[config.mk]
export PLATFORM = sky130hd
export DESIGN_NAME = demux_1to4_buf
export DESIGN_NICKNAME = d
export VERILOG_FILES = /design/src/rtl/demux_1to4_buf.sv
export SDC_FILE = /design/constraint.sdc
export NUM_CORES = 1
export LEC_CHECK = 0
export BUFFER_PORTS_ARGS = -buffer_cell sky130_fd_sc_hd__clkbuf_2
export CAP_MARGIN = 40
export CORE_MARGIN = 3
export CORE_UTILIZATION = 53
export DETAILED_ROUTE_END_ITERATION = 7
export GPL_TIMING_DRIVEN = 0
export PLACE_DENSITY = 0.88
export SLEW_MARGIN = 20
export SYNTH_ARGS = -nofsm -noshare
export SYNTH_HDL_FRONTEND = slang
export SYNTH_SLANG_ARGS = --single-unit
export TNS_END_PERCENT = 1
[constraint.sdc]
create_clock -name clk -period 3.55 [get_ports clk]
set_input_delay 0.71 -clock clk [delete_from_list [all_inputs] [get_ports clk]]
set_output_delay 0.71 -clock clk [all_outputs]
set_load 0.02 [all_outputs]
[src/rtl/demux_1to4_buf.sv]
// demux_1to4_buf
//   Routes a valid/ready input stream to one of four buffered output
//   channels. Each channel holds one word in an output register, so an
//   accepted word appears on its channel one cycle after the accept.
//   AUTO=0 picks the channel from {s1,s0}. AUTO=1 picks it round-robin
//   from rr_ptr, which advances only when a word is accepted.
//
// Ports
//   clk        rising-edge clock
//   rst_n      asynchronous active-low reset; clears all channels and counters
//   in_data    upstream word, WIDTH bits
//   in_valid   upstream word present
//   in_ready   target channel is empty, or is being drained this cycle
//   s0, s1     channel select {s1,s0}; used only when AUTO=0
//   out_data   channel k word at [k*WIDTH +: WIDTH]
//   out_valid  bit k set while channel k holds a word
//   out_ready  bit k set when the channel k consumer takes its word
//   rr_ptr     current round-robin target; stays 0 when AUTO=0
//   xfer_cnt   number of accepted words, wraps at 16 bits
module demux_1to4_buf #(
  parameter int WIDTH = 8,
  parameter bit AUTO  = 1'b0
) (
  input  logic               clk,
  input  logic               rst_n,
  input  logic [WIDTH-1:0]   in_data,
  input  logic               in_valid,
  output logic               in_ready,
  input  logic               s0,
  input  logic               s1,
  output logic [4*WIDTH-1:0] out_data,
  output logic [3:0]         out_valid,
  input  logic [3:0]         out_ready,
  output logic [1:0]         rr_ptr,
  output logic [15:0]        xfer_cnt
);

  logic [3:0]       valid_q, valid_d;
  logic [WIDTH-1:0] data_q [4];
  logic [WIDTH-1:0] data_d [4];
  logic [1:0]       rr_ptr_q, rr_ptr_d;
  logic [15:0]      xfer_cnt_q, xfer_cnt_d;
  logic [1:0]       tgt;
  logic             accept;

  assign tgt = AUTO ? rr_ptr_q : {s1, s0};

  // A full channel that is being drained this same edge can take the new
  // word, which is what sustains one word per cycle through a channel.
  // In reset all valid flags are clear, so in_ready reads 1 there too.
  assign in_ready = ~valid_q[tgt] | out_ready[tgt];
  assign accept   = in_valid & in_ready;

  always_comb begin
    // Drained channels clear; a load on the same edge overrides the clear.
    valid_d    = valid_q & ~out_ready;
    data_d     = data_q;
    rr_ptr_d   = rr_ptr_q;
    xfer_cnt_d = xfer_cnt_q;
    if (accept) begin
      valid_d[tgt] = 1'b1;
      data_d[tgt]  = in_data;
      xfer_cnt_d   = xfer_cnt_q + 16'd1;
      if (AUTO) begin
        rr_ptr_d = rr_ptr_q + 2'd1;
      end
    end
  end

  always_ff @(posedge clk or negedge rst_n) begin
    if (!rst_n) begin
      valid_q    <= 4'b0000;
      rr_ptr_q   <= 2'd0;
      xfer_cnt_q <= 16'd0;
      for (int k = 0; k < 4; k++) begin
        data_q[k] <= '0;
      end
    end else begin
      valid_q    <= valid_d;
      rr_ptr_q   <= rr_ptr_d;
      xfer_cnt_q <= xfer_cnt_d;
      for (int k = 0; k < 4; k++) begin
        data_q[k] <= data_d[k];
      end
    end
  end

  for (genvar k = 0; k < 4; k++) begin : g_pack
    assign out_data[k*WIDTH +: WIDTH] = data_q[k];
  end

  assign out_valid = valid_q;
  assign rr_ptr    = rr_ptr_q;
  assign xfer_cnt  = xfer_cnt_q;

endmodule

==> results.md <==
* Slew headroom at approximately 53%
* CP required at between 2 and 3 ns
* Max cap viols at 0
* Fillers at between 200 and 300
* Period minus WS final at 2.60 ns
* Startpoint types: input port
* Fmax at 0.385 GHz
* CTS Buf Count at 5
* Worst path most repeated cell: clkbuf_2
* DR vias/cell at about 5.2
* Worst-skew pair later-pin latency at 0.29 ns
* Peak VDD IR at between 0.0003 and 0.0004 V
* Post_cts resized at 0
* CP arrival at between 1.5 and 2 ns
* Finish-stage setup viols at 0
* Sequential Area at about 0.0013 mm²
* Sw Ratio at 33.9%
* Setup repair bufs after CTS at 0
* IO Port Bufs at 67
* Cell breakdown of the critical path: clkbuf_2, nand2b_1, mux4_2, buf_6, clkbuf_2
* Via count at 1448
* Int Power at 1060 µW
* Crit-path max FO at 10
* TNS Setup at 0 ns
* Seq/Total Area, Yosys at 59.8%
* Largest net degree at the start of global routing at 53
* Share of cells above drive strength 1 at 53.5%
* Hold Path Class: in -> async
* Multi-input gate area at between 800 and 900 µm²
* Core Area at 0.00380 mm²
* H-tree levels at 2
* Max Buffers Root-to-Sink at 2
* Pwr dens at 599 mW/mm²
* Yosys reg bits at 52
* Leak at 0.00129 µW
* Combinational share of power at 29.3%
* CTS tree: yes
* Crit path capture type: primary output
* NetSw at approximately 540 µW
* Status: complete, no violations
* Clock network power share at 20.8%
* Critical path's slowest cell: mux4_2
* Final nets at about 250
* Final worst clock skew at 0.00470 ns
* Full die area at 0.00491 mm²
* CP max stage delay at between 0.5 and 0.6 ns
* Worst slew pin tran at 0.699 ns
* I/O pins at 72
* Clk root buf: clkbuf_8
* Tcrit/Tclk final at 73.2%
* Synthesized area at 0.00217 mm²
* Synth-to-Final Area Change at 22.7%
* Post-Synthesis Cells at 154
* Design Power at 1600 µW
* Starting Density at 57.2%
* Number of global-route vias before repair at 1451
* Die height at 70.1 µm
* Initial antenna violation count at 0
* Max-slew violation count at 0
* Crit path kind: in -> out
* Synth warn at 0
* Cts hold-fix bufs at 0
* Routability Congestion at 0.684
* Fin. Hold Viols at 0
* Std-Cell Rows at 22
* Initial DRC Count at 53
* DRC viols at 0
* Tot GR Track Use at 17.9%
* DP Wirelength at between 3000 and 4000 µm
* Syn Area/Cell at 14.1 µm²
* Drt wl/cell at 14.9 µm
* Final ANT Viol Nets at 0
* Clk pin slew, worst setup/hold paths at 0.08 ns
* Num Clock Sinks at 52
* WL final at 4130 µm
* Global-route wire length before repair at 6950 µm
* Die width at 70.1 µm
* N_diodes at 0
* Grt total ovfl at 0
* Post-synth cell types at 25
* Drt pass-1 iters at 4
* RSZ-0062 raised after global routing: no
* Sequential share of power at 49.9%
registers in the layout, summed over array words and instances (netlist names):
register,count
xfer_cnt,16
out_data,32
out_valid,4
critical path, delay by kind of cell:
kind	cells	cell delay [ns]
AND/OR/NAND/NOR	1	0.17
multiplexers	1	0.57
buffers and inverters	3	0.43
power groups by stage:
stage,combinational [µW],sequential [µW],clock [µW]
global route,504,819,367
finish,468,798,332
global placement,458,801,0
CTS,475,798,346
detailed placement,474,810,0
floorplan,155,941,0
Yosys cell counts:
| cell | count | area, µm² |
|---|---|---|
| dfrtp_1 | 52 | 1300 |
| mux2_2 | 32 | 360 |
| xnor2_1 | 15 | 131 |
| nand2_1 | 9 | 33.8 |
| nand3_2 | 7 | 70.1 |
| nand4_1 | 5 | 31.3 |
| and3_1 | 4 | 25.0 |
| nand2b_1 | 4 | 25.0 |
| buf_2 | 3 | 15.0 |
| buf_4 | 3 | 22.5 |
| nand3_1 | 3 | 15.0 |
| and4_1 | 2 | 17.5 |
| nor2_1 | 2 | 7.51 |
| nor2b_1 | 2 | 12.5 |
| and2_1 | 1 | 6.26 |
| and4b_1 | 1 | 10.0 |
| buf_6 | 1 | 11.3 |
| conb_1 | 1 | 3.75 |
| ha_1 | 1 | 12.5 |
| inv_1 | 1 | 3.75 |
| mux2_1 | 1 | 11.3 |
| mux4_2 | 1 | 22.5 |
| nor3b_1 | 1 | 7.51 |
| nor3b_2 | 1 | 12.5 |
| o21ai_0 | 1 | 5.00 |
per-layer routing:
metal | track usage (%) | share of wire [%] | up-vias
li1 | - | - | 679
met1 | 23.0 | 43 | 711
met2 | 28.5 | 48 | 52
met3 | 5.90 | 8.0 | 6
met4 | 5.96 | 1.0 | 0
met5 | 0 | 0 | -
layout make-up:
type / count / area share [%]
flip-flops and latches: 52 / 48.8
multi-input cells: 95 / 30.9
repair buffers: 67 / 12.7
clock buffers: 6 / 3.09
well taps: 48 / 2.25
plain buffers: 7 / 1.83
clock inverters: 2 / 0.375
inverters: 1 / 0.141
per-stage QoR:
| step | instance area [µm²] | worst slack (ns) | hold WS (ns) | cells | util, % |
|---|---|---|---|---|---|
| 4_1_cts | 2670 | 0.943 | 0.482 | 278 | 70.3 |
| 6_report | 2670 | 0.952 | 0.473 | 278 | 70.3 |
| 5_1_grt | 2670 | 0.899 | 0.497 | 278 | 70.3 |
| 2_1_floorplan | 2180 | 1.24 | 0.414 | 155 | - |
| 3_3_place_gp | 2570 | 0.965 | 0.462 | 270 | 67.8 |
| 3_5_place_dp | 2580 | 0.945 | 0.470 | 270 | 67.8 |
logic make-up (layout without fill, tap and decap cells):
kind of cell	Yosys count	after routing	share of synthesized area (%)
flip-flops	52	52	59.8
AND/OR/NAND/NOR	42	42	12.6
multiplexers	34	34	18.1
XOR/XNOR	15	15	6.04
buffers and inverters	8	83	2.42
adder cells (fa/ha/maj)	1	1	0.575
other	1	2	0.172
AO/OA/AOI/OAI	1	1	0.230
worst paths after layout:
path / start / to / slack, ns / cells past startpoint
setup / recovery: out_ready[0] / in_ready / 0.95 / 5
hold / removal: rst_n / xfer_cnt[5] / 0.47 / 1
setup reg to reg: xfer_cnt[0] / xfer_cnt[8] / 1.89 / 5
hold reg to reg: xfer_cnt[15] / xfer_cnt[15] / 0.48 / 1
max in group asynchronous: rst_n / out_data[5] / 2.61 / 1
min in group clk: xfer_cnt[15] / xfer_cnt[15] / 0.48 / 1
cell usage in the layout (no fill, tap or decap):
cell and count:
xnor2_1 15, o21ai_0 1, buf_4 3, nor2_1 2, nor2b_1 2, ha_1 1, nor3b_1 1, buf_6 1
mux2_2 32, clkbuf_2 66, clkinv_2 2, nand4_1 5, and4b_1 1, mux4_2 1, nand3_1 3, inv_1 1
nand2b_1 4, nand2_1 9, dfrtp_1 52, buf_2 3, and3_1 4, and2_1 1, nand3_2 7, conb_1 2
and4_1 2, clkbuf_8 6, nor3b_2 1, mux2_1 1, clkbuf_4 1
Power figures use the tool's default switching activity.
